==> config.mk <==
export PLATFORM = sky130hd
export DESIGN_NAME = bcd_stopwatch_flat
export DESIGN_NICKNAME = d
export VERILOG_FILES = /design/src/rtl/bcd_stopwatch_if.sv /design/src/rtl/bcd_stopwatch.sv /design/src/flat_wrapper.sv
export SDC_FILE = /design/constraint.sdc
export NUM_CORES = 1
export LEC_CHECK = 0
export CORE_ASPECT_RATIO = 0.8
export CORE_MARGIN = 2
export CORE_UTILIZATION = 35
export DETAILED_ROUTE_END_ITERATION = 12
export SLEW_MARGIN = 40
export SYNTH_ARGS = -nofsm -noshare
export SYNTH_HDL_FRONTEND = slang
export SYNTH_SLANG_ARGS = --single-unit
==> constraint.sdc <==
create_clock -name clk -period 1.8 [get_ports clk]
set_input_delay 0.27 -clock clk [delete_from_list [all_inputs] [get_ports clk]]
set_output_delay 0.27 -clock clk [all_outputs]
set_load 0.005 [all_outputs]
==> src/rtl/bcd_stopwatch_if.sv <==
// bcd_stopwatch_if: control inputs and BCD display outputs of the stopwatch
interface bcd_stopwatch_if;
   logic       tick_in;
   logic       start_stop;
   logic       lap;
   logic       clear;
   logic [3:0] sec_ones;
   logic [3:0] sec_tens;
   logic [3:0] min_ones;
   logic [3:0] min_tens;
   logic       running;
   logic       lap_active;
   logic       wrap;
   modport master (
      output tick_in, start_stop, lap, clear,
      input  sec_ones, sec_tens, min_ones, min_tens, running, lap_active, wrap
   );
   modport slave (
      input  tick_in, start_stop, lap, clear,
      output sec_ones, sec_tens, min_ones, min_tens, running, lap_active, wrap
   );
endinterface

==> src/rtl/bcd_stopwatch.sv <==
// bcd_stopwatch: MM:SS BCD stopwatch counting rising edges of a 1 Hz divider output
module bcd_stopwatch #(
   parameter int MINUTE_LIMIT = 60
) (
   input logic            clk,
   input logic            rst,
   bcd_stopwatch_if.slave sw
);
   typedef enum logic [1:0] {STOPPED, RUNNING, LAP} state_e;
   localparam logic [3:0] MT_MAX = 4'((MINUTE_LIMIT - 1) / 10);
   localparam logic [3:0] MO_MAX = 4'((MINUTE_LIMIT - 1) % 10);
   state_e      state_q, state_d;
   logic [15:0] live_q, live_d, lap_q, lap_d;
   logic        tick_prev_q, tick_prev_d, wrap_q, wrap_d;
   logic        tick_edge, inc, at_max, c0, c1, c2;
   logic [3:0]  so, st, mo, mt;
   always_comb begin
      {mt, mo, st, so} = live_q;
      tick_prev_d = sw.tick_in;
      tick_edge = sw.tick_in & ~tick_prev_q;
      inc = tick_edge & (state_q != STOPPED) & ~sw.clear;
      c0 = so == 4'd9;
      c1 = c0 && st == 4'd5;
      c2 = c1 && mo == 4'd9;
      at_max = c1 && mo == MO_MAX && mt == MT_MAX;
      wrap_d = inc & at_max;
      live_d = (sw.clear || wrap_d) ? 16'd0 : !inc ? live_q :
               {c2 ? mt + 4'd1 : mt,
                c2 ? 4'd0 : c1 ? mo + 4'd1 : mo,
                c1 ? 4'd0 : c0 ? st + 4'd1 : st,
                c0 ? 4'd0 : so + 4'd1};
      state_d = sw.clear ? STOPPED :
                sw.start_stop ? (state_q == STOPPED ? RUNNING : STOPPED) :
                (sw.lap && state_q == RUNNING) ? LAP :
                (sw.lap && state_q == LAP) ? RUNNING : state_q;
      // lap snapshot takes live_d so a same-cycle increment is included
      lap_d = sw.clear ? 16'd0 :
              (state_q == RUNNING && sw.lap && !sw.start_stop) ? live_d : lap_q;
   end
   always_ff @(posedge clk) begin
      if (rst) begin
         state_q     <= STOPPED;
         live_q      <= 16'd0;
         lap_q       <= 16'd0;
         tick_prev_q <= 1'b1;
         wrap_q      <= 1'b0;
      end else begin
         state_q     <= state_d;
         live_q      <= live_d;
         lap_q       <= lap_d;
         tick_prev_q <= tick_prev_d;
         wrap_q      <= wrap_d;
      end
   end
   assign {sw.min_tens, sw.min_ones, sw.sec_tens, sw.sec_ones} = state_q == LAP ? lap_q : live_q;
   assign sw.running    = state_q != STOPPED;
   assign sw.lap_active = state_q == LAP;
   assign sw.wrap       = wrap_q;
endmodule

==> src/flat_wrapper.sv <==
// flat-port wrapper written by rule: the top's interface ports become plain ports
module bcd_stopwatch_flat 
#(
   parameter int MINUTE_LIMIT = 60
)
  (clk, rst, sw_tick_in, sw_start_stop, sw_lap, sw_clear, sw_sec_ones, sw_sec_tens, sw_min_ones, sw_min_tens, sw_running, sw_lap_active, sw_wrap);
  bcd_stopwatch_if sw_i ();
  input logic clk;
  input logic rst;
  input wire logic [$bits(sw_i.tick_in)-1:0] sw_tick_in;
  input wire logic [$bits(sw_i.start_stop)-1:0] sw_start_stop;
  input wire logic [$bits(sw_i.lap)-1:0] sw_lap;
  input wire logic [$bits(sw_i.clear)-1:0] sw_clear;
  output wire logic [$bits(sw_i.sec_ones)-1:0] sw_sec_ones;
  output wire logic [$bits(sw_i.sec_tens)-1:0] sw_sec_tens;
  output wire logic [$bits(sw_i.min_ones)-1:0] sw_min_ones;
  output wire logic [$bits(sw_i.min_tens)-1:0] sw_min_tens;
  output wire logic [$bits(sw_i.running)-1:0] sw_running;
  output wire logic [$bits(sw_i.lap_active)-1:0] sw_lap_active;
  output wire logic [$bits(sw_i.wrap)-1:0] sw_wrap;
  assign sw_i.tick_in = sw_tick_in;
  assign sw_i.start_stop = sw_start_stop;
  assign sw_i.lap = sw_lap;
  assign sw_i.clear = sw_clear;
  assign sw_sec_ones = sw_i.sec_ones;
  assign sw_sec_tens = sw_i.sec_tens;
  assign sw_min_ones = sw_i.min_ones;
  assign sw_min_tens = sw_i.min_tens;
  assign sw_running = sw_i.running;
  assign sw_lap_active = sw_i.lap_active;
  assign sw_wrap = sw_i.wrap;
  bcd_stopwatch #(.MINUTE_LIMIT(MINUTE_LIMIT)) u_core (.clk(clk), .rst(rst), .sw(sw_i));
endmodule
* Word level (Yosys, flattened, before mapping)
Index checks and enable logic that the tools add are counted.
** Operators by class
- Reduce and logical (&&, ||, !) cells :: 12
- Div/mod/pow operators :: 0
- Multiply operators :: 0
- Add/sub/neg operators :: 4
- Equality and inequality tests :: 6
- Magnitude comparators :: 0
- Shifts and indexed selects :: 0
- Bitwise logic cells :: 6
- Muxes and demuxes :: 13
** Operator list (count)
- 16-bit two-way mux :: 3
- 4-bit two-way mux :: 6
- 4-bit by 1-bit adder with 4-bit output, second input constant :: 4
- 4-bit by 3-bit == test with 1-bit output, second input constant :: 2
- 4-bit == test, second input constant :: 2
- 1-bit logical AND :: 6
- 2-bit two-way mux :: 3
- 1-bit bitwise AND :: 4
- 3-bit nonzero test :: 1
- 2-bit by 1-bit == test with 1-bit output, second input constant :: 1
- 2-bit == test, second input constant :: 1
- 2-bit zero test :: 1
- 1-bit inverter :: 2
- 2-bit nonzero test :: 1
- 2-bit OR reduction :: 1
- 1-bit zero test :: 1
- 1-bit logical OR :: 1
- 1-bit two-way mux :: 1
** Storage, ports and cells
- Memories kept :: 0
- Bits in writable memories :: 0
- Output and inout port bits :: 19
- Logic and storage cells :: 46
- Flip-flop bits (word level) :: 36
- Latch bits :: 0
- Memory bits (read-only) :: 0
- Input port bits :: 6

* Longest topological paths before layout
- Depth in word-level cells :: 7
- Mapped depth :: 7
- Depth with buffers taken out :: 7

* Least setup slack after synthesis
OpenSTA, ideal clock, no wires.
- Kind :: register to register
- Start point :: reg u_core.live_q[12]
- End point :: reg u_core.lap_q[3]
- Clock period less this slack :: 1763 ps
- Arrival time :: 1633 ps
- Cell stages (with the launch flop) :: 7
- Buffers on the path :: 0
- Data required time :: 1670 ps
- Library setup time :: 130 ps
- Setup slack :: 37 ps
- Cells stage by stage :: dfxtp_1 ha_1 nor2b_1 nand2_1 o41ai_4 nand2b_1 o21ai_0
** Between the ends
- Cells in the longest elaborated chain, start to end :: 5
** RTL lines
- start: declaration :: line bcd_stopwatch.sv:13 : logic [15:0] live_q, live_d, lap_q, lap_d;
- start signal: assignment :: line bcd_stopwatch.sv:49 : live_q <= live_d;
- 4-bit by 3-bit == test with 1-bit output :: line bcd_stopwatch.sv:25 : at_max = c1 && mo == MO_MAX && mt == MT_MAX;
- 1-bit logical AND :: line bcd_stopwatch.sv:25
- 1-bit bitwise AND :: line bcd_stopwatch.sv:26 : wrap_d = inc & at_max;
- 1-bit logical OR :: line bcd_stopwatch.sv:27 : live_d = (sw.clear || wrap_d) ? 16'd0 : !inc ? live_q :
- 16-bit two-way mux :: line bcd_stopwatch.sv:27
- end signal: assignment :: line bcd_stopwatch.sv:50 : lap_q <= lap_d;
- end: declaration :: line bcd_stopwatch.sv:13
No other way between the ends.
A chain may end at the register's enable or synchronous reset.

* Worst setup path in the final report
- Start point :: reg u_core.state_q[1]
- End point :: out sw_sec_tens[2]
** Between the ends
- Cells in the longest elaborated chain, start to end :: 2
** RTL lines
- start: declaration :: line bcd_stopwatch.sv:12 : state_e state_q, state_d;
- start signal: assignment :: line bcd_stopwatch.sv:48 : state_q <= state_d;
- 2-bit == test :: line bcd_stopwatch.sv:55 : assign {sw.min_tens, sw.min_ones, sw.sec_tens, sw.sec_ones} = state_q == LAP ? lap_q : live_q;
- 16-bit two-way mux :: line bcd_stopwatch.sv:55
- end: declaration :: line flat_wrapper.sv:15 : output wire logic [$bits(sw_i.sec_tens)-1:0] sw_sec_tens;
No other way between the ends.

==> out/qor.yml <==
outcome: "finished with violations"
violations: "negative setup slack"
grt_max_degree: 12
tightest_slew_ps: 325
hold_ws_ps: 457
p_leak_nw: 1.02
dieWidth_um: 83.7
coreArea_um2: 4950
reg2reg_depth: 7
pre_cts_slack_ps: -214
first_pass_iters: 4
synth_compound_area_share_pct: 11.8
yosys_warnings: 0
timing.fmax_ghz: 0.549
track_usage_pct: 16.0
synth_simple_gate_area_share_pct: 24.0
synth_edf_count: 0
die-area_um2: 5670
gp_congestion: 0.734
clockBufferDepth: 2
hold_viol: 0
syn_avg_cell_area_um2: 9.30
muxShareOfSynthArea_pct: 13.6
syn_inst: 191
async_flop_share_pct: 0
ys_ff_latch: 36
synth_seq_area_share_pct: 40.6
fp-row-count: 23
rr_startpoint: "u_core.live_q[5]$_SDFF_PP0_"
worst_slack_ps: -20.6
cp_data_required_time_ps: 1530
clk_latency_ps: 290
maxSlewHeadroom_pct: 78.4
ios: 25
postPlaceCellArea_um2: 2270
start_util_pct: 35.9
whs_endpoint: "u_core.lap_q[7]$_SDFFE_PP0P_"
root_buffer: "clkbuf_8"
clkTransAtPathRegs_ps: 80
nFillCells: 499
num_vias: 1490
numCtsBuffers: 5
grt_antenna_before_repair: 0
min_delay_path_depth: 2
drive_above_1_share_pct: 34.7
hp-class: "reg2reg"
hp-start: "u_core.lap_q[7]$_SDFFE_PP0P_"
n_antenna_cell: 0
synthAdderAreaFrac_pct: 4.23
rsz0062_at_grt: "true"
rrSetupSlack_ps: 120
p_per_area_nw_per_um2: 689
dp_hpwl_um: 2900
p_int_mw: 1.32
p_comb_share_pct: 4.3
die_h_um: 67.7
synth_nets: 203
power_frac_clock_pct: 47.4
p_sw_share_pct: 20.2
synth_top_family_by_area: "simple AND/OR/NAND/NOR gates"
synth_cell_type_count: 41
grt_pass1_wl_um: 6930
synth_xor_area_share_pct: 3.45
cp_max_fo: 8
dr.first_iter.drc_count: 48
drt-wirelength-per-cell_um: 13.6
fin_worst_skew_ps: 6.20
critPathArrivalTime_ps: 1550
critical_path.endpoint_type: "output port"
r2r-end: "u_core.lap_q[13]$_SDFFE_PP0P_"
cp-start-kind: "flip-flop"
cts-htree-levels: 2
min_period_ps: 1820
overflow: 0
synth_flop_cell: "dfxtp_1"
drc_errors: 0
seqPwrFrac_pct: 48.2
crit_type: "reg2out"
area_delta_synth_final_pct: 35.7
cts_tree: "built"
drv_cap: 0
num-nets-final: 256
ir_drop_mv: 0.526
drv_slew: 0
wl_um: 4160
ant_nets: 0
grt_pass1_vias: 1405
viasPerCell: 4.85
setup-violations-final: 1
cts.sinks: 36
port_buffers: 24
stdcell_area_um2: 2410
p_switching_mw: 0.336
synth_area_um2: 1780
timing.final.crit_share_pct: 101
## power groups by stage
stage          registers, mW  clock network [mW]  logic [mW]
3_5_place_dp           0.820                   0      0.0688
4_1_cts                0.801               0.813      0.0704
3_3_place_gp           0.820                   0      0.0678
5_1_grt                0.802               0.846      0.0787
6_report               0.801               0.788      0.0717
2_1_floorplan          0.820                   0      0.0288
## flip-flops by register name, indices dropped and copies added, names as in the netlist
signal / cells
u_core.state_q: 2
u_core.live_q: 16
u_core.tick_prev_q: 1
u_core.sw.wrap: 1
u_core.lap_q: 16
## how the worst max path moves through the flow
stage / start / endpoint / slack (ps)
detailed placement: sw_tick_in / u_core.lap_q[3]$_SDFFE_PP0P_ / -210
finish: u_core.state_q[1]$_SDFFE_PP0P_ / sw_sec_tens[2] / -20
CTS: u_core.state_q[1]$_SDFFE_PP0P_ / sw_sec_tens[2] / -40
global route: u_core.state_q[1]$_SDFFE_PP0P_ / sw_sec_tens[2] / -80
global placement: sw_tick_in / u_core.lap_q[3]$_SDFFE_PP0P_ / -170
floorplan: u_core.live_q[12]$_SDFF_PP0_ / u_core.lap_q[3]$_SDFFE_PP0P_ / 40
## worst max-delay path, cell delays in order, from the launching register on
cell and delay (ps):
dfxtp_2 320, or2b_4 300, buf_16 160, buf_6 110, mux2_2 250, buf_2 120
## kinds of logic (layout without fill, tap and decap cells)
kind of cell    after synthesis  in the layout
mux                          22             22
fa+ha+maj                     6              6
compound gates               32             32
buf+inv                      11             65
simple gates                 77             77
flops                        36             36
xor+xnor                      7              7
## cells in the mapped netlist, types with 2 or more instances
library cell	n	share of area, %
a21oi_1	7	2.0
nor2b_1	4	1.4
or2_2	2	0.70
nand3_1	7	2.0
xor2_1	3	1.5
xnor2_1	4	2.0
clkbuf_1	4	0.84
nand2_1	16	3.4
inv_1	6	1.3
mux2i_1	5	2.8
nor4_1	2	0.70
nor3_1	4	1.1
ha_1	6	4.2
and3b_1	2	0.99
a211oi_1	4	1.7
o21ai_0	15	4.2
nor2_1	23	4.9
mux2_2	17	11
nand2b_1	3	1.1
dfxtp_1	36	41
## cell type report
type | count | area (um^2) | share of cell area [%]
repair buffers | 51 | 408 | 16.9
clock inverters | 1 | 30.0 | 1.25
well taps | 62 | 77.6 | 3.22
clock buffers | 7 | 96.3 | 4.00
inverters | 6 | 22.5 | 0.934
flip-flops and latches | 36 | 722 | 29.9
multi-input cells | 144 | 1050 | 43.7
## routing by layer
| layer | GRT usage (%) | routed length, um |
|---|---|---|
| met1 | 21.2 | 2150 |
| met2 | 25.3 | 1780 |
| met3 | 3.67 | 164 |
| met4 | 6.65 | 63 |
| met5 | 0 | 0 |
## cell usage in the layout (no fill, tap or decap), types with 4 or more instances in the layout
cell type / count
nor3_1: 4
mux2_2: 16
nor2b_1: 4
clkbuf_8: 7
a211oi_1: 4
mux2i_1: 4
nor2_1: 23
nand2_1: 15
a21oi_1: 7
inv_1: 6
xnor2_1: 4
clkbuf_2: 9
nand3_1: 7
clkdlybuf4s50_1: 7
dfxtp_1: 35
ha_1: 6
o21ai_0: 15
buf_2: 6
buf_4: 23
## per-stage QoR
stage	utilization (%)	std cells	total power, mW	setup TNS, ps
2_1_floorplan	-	191	0.849	0
3_3_place_gp	45.8	296	0.888	-2280
3_5_place_dp	45.8	296	0.889	-3050
4_1_cts	48.6	306	1.68	-287
5_1_grt	48.7	307	1.73	-130
6_report	48.7	307	1.66	-20.6
## what timing repair did
item / 4_1_cts / 5_1_grt
setup endpoints to repair: 17 / 26
pin swaps: 0 / 1
hold buffers: 0 / 0
gates cloned: 1 / 0
gates resized for setup: 52 / 19
buffers inserted: 1 / 1
Note: power is estimated with default switching activity, not from simulation.
